## src/rtl/operand_fetch_stage_pkg.sv

```systemverilog
// operand_fetch_stage_pkg
// Shared definitions for the operand fetch stage and the execute ALU:
// default widths, the R-type opcode, the supported funct codes and the
// bit positions of each MIPS instruction field.
// No ports (package).

package operand_fetch_stage_pkg;

    localparam int DATA_W_DEF = 32;
    localparam int REG_N_DEF  = 32;
    localparam int ADDR_W_DEF = 5;
    localparam int CNT_W_DEF  = 16;

    localparam logic [5:0] OPC_RTYPE = 6'b000000;

    localparam logic [5:0] FN_ADD = 6'b100000;
    localparam logic [5:0] FN_SUB = 6'b100010;
    localparam logic [5:0] FN_AND = 6'b100100;
    localparam logic [5:0] FN_OR  = 6'b100101;
    localparam logic [5:0] FN_NOR = 6'b100111;
    localparam logic [5:0] FN_SLT = 6'b101010;

    localparam int OPC_MSB = 31;
    localparam int OPC_LSB = 26;
    localparam int RS_MSB  = 25;
    localparam int RS_LSB  = 21;
    localparam int RT_MSB  = 20;
    localparam int RT_LSB  = 16;
    localparam int RD_MSB  = 15;
    localparam int RD_LSB  = 11;
    localparam int SH_MSB  = 10;
    localparam int SH_LSB  = 6;
    localparam int FN_MSB  = 5;
    localparam int FN_LSB  = 0;

    // An instruction is supported only if it is R-type with one of the
    // six ALU funct codes; everything else is treated as illegal.
    function automatic logic is_legal(input logic [5:0] opc, input logic [5:0] fn);
        logic fn_ok;
        fn_ok = (fn == FN_ADD) || (fn == FN_SUB) || (fn == FN_AND) ||
                (fn == FN_OR)  || (fn == FN_NOR) || (fn == FN_SLT);
        return (opc == OPC_RTYPE) && fn_ok;
    endfunction

endpackage

```

## src/rtl/operand_fetch_stage_regfile_2r1w.sv

```systemverilog
// regfile_2r1w
// Register file with two combinational read ports and one write port.
// Register 0 always reads as zero and ignores writes. A read of the
// register being written in the same cycle returns the write data.
// Ports:
//   clk, rst                  clock, asynchronous active-high reset
//   i_wr_en/addr/data         write port (takes effect on the clock edge)
//   i_rd_addr_a, o_rd_data_a  read port A
//   i_rd_addr_b, o_rd_data_b  read port B

module regfile_2r1w
    import operand_fetch_stage_pkg::*;
#(
    parameter int DATA_W = DATA_W_DEF,
    parameter int REG_N  = REG_N_DEF,
    parameter int ADDR_W = ADDR_W_DEF
) (
    input  logic              clk,
    input  logic              rst,
    input  logic              i_wr_en,
    input  logic [ADDR_W-1:0] i_wr_addr,
    input  logic [DATA_W-1:0] i_wr_data,
    input  logic [ADDR_W-1:0] i_rd_addr_a,
    output logic [DATA_W-1:0] o_rd_data_a,
    input  logic [ADDR_W-1:0] i_rd_addr_b,
    output logic [DATA_W-1:0] o_rd_data_b
);

    logic [DATA_W-1:0] r_regs [REG_N];

    always_ff @(posedge clk or posedge rst) begin
        if (rst) begin
            for (int i = 0; i < REG_N; i++) begin
                r_regs[i] <= '0;
            end
        end else if (i_wr_en && (i_wr_addr != '0)) begin
            r_regs[i_wr_addr] <= i_wr_data;
        end
    end

    // Write-through: the value being written this cycle is visible to readers
    // immediately, so a consumer never has to wait the extra cycle.
    always_comb begin
        o_rd_data_a = r_regs[i_rd_addr_a];
        o_rd_data_b = r_regs[i_rd_addr_b];
        if (i_wr_en && (i_wr_addr == i_rd_addr_a)) o_rd_data_a = i_wr_data;
        if (i_wr_en && (i_wr_addr == i_rd_addr_b)) o_rd_data_b = i_wr_data;
        if (i_rd_addr_a == '0) o_rd_data_a = '0;
        if (i_rd_addr_b == '0) o_rd_data_b = '0;
    end

endmodule

```

## src/rtl/operand_fetch_stage.sv

```systemverilog
// operand_fetch_stage
// Decodes MIPS R-type instructions, reads rs/rt from the register file
// (with writeback bypass), stalls on pending-register hazards and hands
// in1/in2/op/rd to the execute ALU through a registered valid/ready port.
// Ports:
//   clk, rst                      clock, asynchronous active-high reset
//   i_instr_valid, o_instr_ready  upstream handshake; i_instr is the word
//   o_ex_valid, i_ex_ready        downstream handshake
//   o_ex_in1, o_ex_in2            rs and rt values
//   o_ex_op, o_ex_rd              funct code and destination register
//   i_wb_en, i_wb_addr, i_wb_data writeback port
//   o_illegal                     one-cycle pulse per consumed illegal instr
//   o_illegal_cnt                 saturating count of illegal instructions

module operand_fetch_stage
    import operand_fetch_stage_pkg::*;
#(
    parameter int DATA_W = DATA_W_DEF,
    parameter int REG_N  = REG_N_DEF,
    parameter int ADDR_W = ADDR_W_DEF,
    parameter int CNT_W  = CNT_W_DEF
) (
    input  logic              clk,
    input  logic              rst,
    input  logic              i_instr_valid,
    output logic              o_instr_ready,
    input  logic [31:0]       i_instr,
    output logic              o_ex_valid,
    input  logic              i_ex_ready,
    output logic [DATA_W-1:0] o_ex_in1,
    output logic [DATA_W-1:0] o_ex_in2,
    output logic [5:0]        o_ex_op,
    output logic [ADDR_W-1:0] o_ex_rd,
    input  logic              i_wb_en,
    input  logic [ADDR_W-1:0] i_wb_addr,
    input  logic [DATA_W-1:0] i_wb_data,
    output logic              o_illegal,
    output logic [CNT_W-1:0]  o_illegal_cnt
);

    logic [5:0]        w_opc;
    logic [ADDR_W-1:0] w_rs;
    logic [ADDR_W-1:0] w_rt;
    logic [ADDR_W-1:0] w_rd;
    logic [5:0]        w_fn;
    logic              w_unused_shamt;
    logic              w_legal;
    logic [REG_N-1:0]  w_pend_eff;
    logic [REG_N-1:0]  w_pend_next;
    logic              w_hazard;
    logic              w_out_free;
    logic              w_issue;
    logic              w_consume_bad;
    logic [DATA_W-1:0] w_rs_val;
    logic [DATA_W-1:0] w_rt_val;

    logic [REG_N-1:0]  r_pending;
    logic              r_ex_valid;
    logic [DATA_W-1:0] r_ex_in1;
    logic [DATA_W-1:0] r_ex_in2;
    logic [5:0]        r_ex_op;
    logic [ADDR_W-1:0] r_ex_rd;
    logic              r_illegal;
    logic [CNT_W-1:0]  r_illegal_cnt;

    assign w_opc          = i_instr[OPC_MSB:OPC_LSB];
    assign w_rs           = i_instr[RS_MSB:RS_LSB];
    assign w_rt           = i_instr[RT_MSB:RT_LSB];
    assign w_rd           = i_instr[RD_MSB:RD_LSB];
    assign w_fn           = i_instr[FN_MSB:FN_LSB];
    assign w_unused_shamt = ^i_instr[SH_MSB:SH_LSB];
    assign w_legal        = is_legal(w_opc, w_fn);

    regfile_2r1w #(
        .DATA_W (DATA_W),
        .REG_N  (REG_N),
        .ADDR_W (ADDR_W)
    ) u_regfile (
        .clk         (clk),
        .rst         (rst),
        .i_wr_en     (i_wb_en),
        .i_wr_addr   (i_wb_addr),
        .i_wr_data   (i_wb_data),
        .i_rd_addr_a (w_rs),
        .o_rd_data_a (w_rs_val),
        .i_rd_addr_b (w_rt),
        .o_rd_data_b (w_rt_val)
    );

    // A register whose result is being written back this very cycle is no
    // longer a hazard, since the bypass delivers the value in time. The
    // next pending vector applies the clear first so a same-cycle issue to
    // the same register wins.
    always_comb begin
        w_pend_eff  = r_pending;
        w_pend_next = r_pending;
        if (i_wb_en) begin
            w_pend_eff[i_wb_addr]  = 1'b0;
            w_pend_next[i_wb_addr] = 1'b0;
        end
        if (w_issue && (w_rd != '0)) begin
            w_pend_next[w_rd] = 1'b1;
        end
        w_pend_next[0] = 1'b0;
    end

    assign w_hazard   = w_pend_eff[w_rs] | w_pend_eff[w_rt] | w_pend_eff[w_rd];
    assign w_out_free = !r_ex_valid || i_ex_ready;

    // Ready depends only on the instruction word and state, never on
    // i_instr_valid; illegal words are drained without a hazard check.
    assign o_instr_ready = !rst && w_out_free && (!w_legal || !w_hazard);
    assign w_issue       = i_instr_valid && o_instr_ready && w_legal;
    assign w_consume_bad = i_instr_valid && o_instr_ready && !w_legal;

    always_ff @(posedge clk or posedge rst) begin
        if (rst) begin
            r_pending <= '0;
        end else begin
            r_pending <= w_pend_next;
        end
    end

    // Output register: load on issue, drop valid once the ALU has taken the
    // word and nothing replaces it, otherwise hold everything.
    always_ff @(posedge clk or posedge rst) begin
        if (rst) begin
            r_ex_valid <= 1'b0;
            r_ex_in1   <= '0;
            r_ex_in2   <= '0;
            r_ex_op    <= '0;
            r_ex_rd    <= '0;
        end else if (w_issue) begin
            r_ex_valid <= 1'b1;
            r_ex_in1   <= w_rs_val;
            r_ex_in2   <= w_rt_val;
            r_ex_op    <= w_fn;
            r_ex_rd    <= w_rd;
        end else if (i_ex_ready) begin
            r_ex_valid <= 1'b0;
        end
    end

    always_ff @(posedge clk or posedge rst) begin
        if (rst) begin
            r_illegal     <= 1'b0;
            r_illegal_cnt <= '0;
        end else begin
            r_illegal <= w_consume_bad;
            if (w_consume_bad && (r_illegal_cnt != '1)) begin
                r_illegal_cnt <= r_illegal_cnt + 1'b1;
            end
        end
    end

    assign o_ex_valid    = r_ex_valid;
    assign o_ex_in1      = r_ex_in1;
    assign o_ex_in2      = r_ex_in2;
    assign o_ex_op       = r_ex_op;
    assign o_ex_rd       = r_ex_rd;
    assign o_illegal     = r_illegal;
    assign o_illegal_cnt = r_illegal_cnt;

endmodule

```

## config.mk

```make
export PLATFORM = sky130hd
export DESIGN_NAME = operand_fetch_stage
export DESIGN_NICKNAME = d
export VERILOG_FILES = /design/src/rtl/operand_fetch_stage_pkg.sv /design/src/rtl/operand_fetch_stage_regfile_2r1w.sv /design/src/rtl/operand_fetch_stage.sv
export SDC_FILE = /design/constraint.sdc
export NUM_CORES = 2
export LEC_CHECK = 0
export BUFFER_PORTS_ARGS = -buffer_cell sky130_fd_sc_hd__buf_2
export CAP_MARGIN = 30
export CORE_MARGIN = 3
export CORE_UTILIZATION = 42
export CTS_BUF_LIST = sky130_fd_sc_hd__clkbuf_4 sky130_fd_sc_hd__clkbuf_8 sky130_fd_sc_hd__clkbuf_16
export CTS_CLUSTER_DIAMETER = 50
export DETAILED_ROUTE_END_ITERATION = 10
export HOLD_SLACK_MARGIN = 0.06
export PLACE_DENSITY = 0.63
export SETUP_SLACK_MARGIN = 0.5
export SYNTH_ARGS = -nofsm -noshare
export SYNTH_HDL_FRONTEND = slang
export SYNTH_SLANG_ARGS = --single-unit
```

## constraint.sdc

```tcl
create_clock -name clk -period 46.3 [get_ports clk]
set_input_delay 0 -clock clk [delete_from_list [all_inputs] [get_ports clk]]
set_output_delay 0 -clock clk [all_outputs]
set_load 0.02 [all_outputs]
```

==> impl_metrics.env <==
export IMPL_ys_async_sr_fraction_pct=100
export IMPL_ys_warn_count=0
export IMPL_ir_drop_mv=0.0371
export IMPL_drt_initial_drc_count=3073
export IMPL_place_hpwl_um=90900
export IMPL_hold_violations=0
export IMPL_critPathRequiredTime_ps=47200
export IMPL_cap_violations=0
export IMPL_cp_start_kind="input pin"
export IMPL_antenna_left=0
export IMPL_drcViolationCount=0
export IMPL_syn_to_final_growth_pct=14.0
export IMPL_cts_sinks=1148
export IMPL_final_core_util_pct=48.4
export IMPL_synth_edff_count=0
export IMPL_ys_seq_area_share_pct=47.6
export IMPL_grt_usage_pct=23.3
export IMPL_cts_buffers=144
export IMPL_worst_setup_path_end_kind="asynchronous set/reset pin"
export IMPL_die_y_um=385
export IMPL_cts_buffer_depth=3
export IMPL_synth_cells=3907
export IMPL_power_density_nw_per_um2=44.0
export IMPL_total_power_mw=3.03
export IMPL_drv_slew=0
export IMPL_ys_types=61
export IMPL_rsz0062_at_grt="no"
export IMPL_netlist_area_sq_um=60400
export IMPL_worst_ep_arrival_time_ps=5710
export IMPL_grt_pass1_vias=38000
export IMPL_fin_crit_ps=4810
export IMPL_finish_instance_area_sq_um=68800
export IMPL_antenna_found_initial=3
export IMPL_die_area_sq_um=148000
export IMPL_drive_above_1_share_pct=53.8
export IMPL_worstSetupPathType="in -> async"
export IMPL_start_util_pct=42.5
export IMPL_syn_avg_cell_area_sq_um=15.5
export IMPL_synth_net_count=3982
export IMPL_clock_latency_ps=770
export IMPL_fin_setup_tns_ps=0
export IMPL_grt_max_degree=162
export IMPL_vias=36800
export IMPL_status="completed"
export IMPL_synthFlopType="dfrtp_1"
export IMPL_htreeDepth=4
export IMPL_rows=138
export IMPL_worst_pin_slew_ps=1020
export IMPL_hold_class="in -> reg"
export IMPL_post_cts_buffers=0
export IMPL_grt_first_pass_wirelength_um=258000
export IMPL_wirelength_um=171000
export IMPL_drtPass1Iterations=5
export IMPL_gp_congestion=0.826
export IMPL_clock_root_buffer="clkbuf_16"
export IMPL_max_slew_margin_pct=31.8
export IMPL_ctsHoldBuffers=74
export IMPL_io_buffers=162
export IMPL_final_nets=4003
export IMPL_grt_ovfl_total=0
export IMPL_place_area_sq_um=62800
export IMPL_wl_per_cell_um=28.8
export IMPL_p_leak_nw=29.9
export IMPL_vias_per_cell=6.21
export IMPL_cts_tree="yes"
export IMPL_core_area_sq_um=142000
export IMPL_skew_ps=24.3
export IMPL_ioPinCount=168
export IMPL_ys_ff_latch=1148
export IMPL_period_share_pct=10.4
export IMPL_ctsResizeCount=0
export IMPL_fmaxAchievable_mhz=208
export IMPL_setup_violations=0
export IMPL_cts_reportedPaths_clkPinSlew_ps=50
export IMPL_worstPathMaxFanout=110
export IMPL_die_width_um=385
[state kept, by name, indices dropped and copies added, names as in the netlist]
| name | count |
|---|---|
| o_illegal | 1 |
| o_ex_op | 6 |
| o_illegal_cnt | 16 |
| o_ex_valid | 1 |
| r_pending | 31 |
| u_regfile.r_regs | 1024 |
| o_ex_rd | 5 |
| o_ex_in1 | 32 |
| o_ex_in2 | 32 |
[stage by stage]
| stage | hold WS [ps] | setup WS, ps | instances |
|---|---|---|---|
| finish | 202 | 41490 | 5932 |
| floorplan | 132 | 13970 | 3907 |
| CTS | 112 | 40990 | 5921 |
| global route | 203 | 40920 | 5931 |
| detailed placement | 242 | 41620 | 5588 |
| global placement | 234 | 41620 | 5587 |
[cells in the mapped netlist (all sizes together), types with 7 or more instances]
library cell / n / share of area (%)
mux4: 645 / 24
dfrtp: 1148 / 48
nor2: 105 / 0.65
buf: 126 / 0.86
nand4: 10 / 0.10
o21ai: 68 / 0.56
nand2b: 7 / 0.073
a211oi: 66 / 0.82
nand3: 12 / 0.099
inv: 7 / 0.043
mux2: 1036 / 19
o211ai: 10 / 0.12
o2111ai: 10 / 0.15
clkbuf: 310 / 1.9
nor3: 7 / 0.058
nand2: 164 / 1.0
o22ai: 7 / 0.073
nor2b: 10 / 0.10
xor2: 14 / 0.20
mux2i: 70 / 1.2
xnor2: 11 / 0.16
[path summary, 6_finish.rpt]
path / to / start / slack, ps / cells after the start
worst min register to register: u_regfile.r_regs[1018]$_DFFE_PP0P_ / u_regfile.r_regs[1018]$_DFFE_PP0P_ / 400 / 0
worst max-delay path: o_ex_in2[14]$_DFFE_PP0P_ / rst / 41490 / 10
worst min-delay path: o_ex_rd[3]$_DFFE_PP0P_ / i_instr[14] / 200 / 3
min in group asynchronous: o_ex_valid$_DFFE_PP0P_ / rst / 1170 / 5
worst max register to register: o_ex_rd[2]$_DFFE_PP0P_ / r_pending[14]$_DFF_PP0_ / 42820 / 8
max in group clk: o_ex_rd[2]$_DFFE_PP0P_ / i_wb_en / 41810 / 12
[kinds of logic after synthesis]
logic type / Yosys count / synth area share (%)
AO/OA/AOI/OAI: 181 / 2.00
XOR/XNOR: 25 / 0.363
adder cells (fa/ha/maj): 1 / 0.0207
buffers and inverters: 445 / 2.84
flip-flops: 1148 / 47.6
multiplexers: 1751 / 44.5
AND/OR/NAND/NOR: 356 / 2.69
[report_power, final]
group	leakage (nW)	internal, mW	switching (mW)
registers	14.9	1.18	0.126
logic	12.6	0.348	0.203
clock network	2.47	0.716	0.462
[layout make-up]
cell class / count / area [sq um]
Tap cell: 1890 / 2360
Inverter: 9 / 47.5
Antenna cell: 1 / 2.50
Sequential cell: 1148 / 28700
Timing Repair Buffer: 311 / 2410
Multi-Input combinational cell: 2314 / 30200
Fill cell: 12000 / 73300
Clock buffer: 190 / 4150
Clock inverter: 69 / 886
[cells in the final DEF, fill, tap and decap left out, types with 13 or more instances in the layout]
| master | instances |
|---|---|
| nand2_1 | 153 |
| xor2_1 | 14 |
| clkinvlp_4 | 13 |
| nor2_1 | 90 |
| buf_2 | 154 |
| o21ai_0 | 38 |
| buf_4 | 64 |
| clkbuf_16 | 149 |
| nor2_4 | 15 |
| mux2i_1 | 70 |
| bufinv_16 | 14 |
| clkinv_2 | 17 |
| mux4_2 | 645 |
| clkbuf_4 | 23 |
| mux2_1 | 51 |
| o21ai_1 | 30 |
| a211oi_1 | 66 |
| clkbuf_8 | 18 |
| dfrtp_1 | 1148 |
| mux2_2 | 985 |
| dlygate4sd3_1 | 74 |
[worst max-delay path: stages]
cell,delay [ps]
dlygate4sd3_1,550
dlygate4sd3_1,560
buf_2,130
dlygate4sd3_1,630
inv_8,590
buf_4,850
buf_4,830
buf_4,730
buf_4,300
buf_16,310
[metal layers]
layer	routed length [um]	up-vias	GRT usage (%)
met3	11700	278	4.88
met1	73600	20100	32.8
met4	4330	2	6.62
met2	81000	1265	36.7
met5	11	-	0
li1	-	15200	-
No activity file was read; power rests on OpenSTA's default activity.
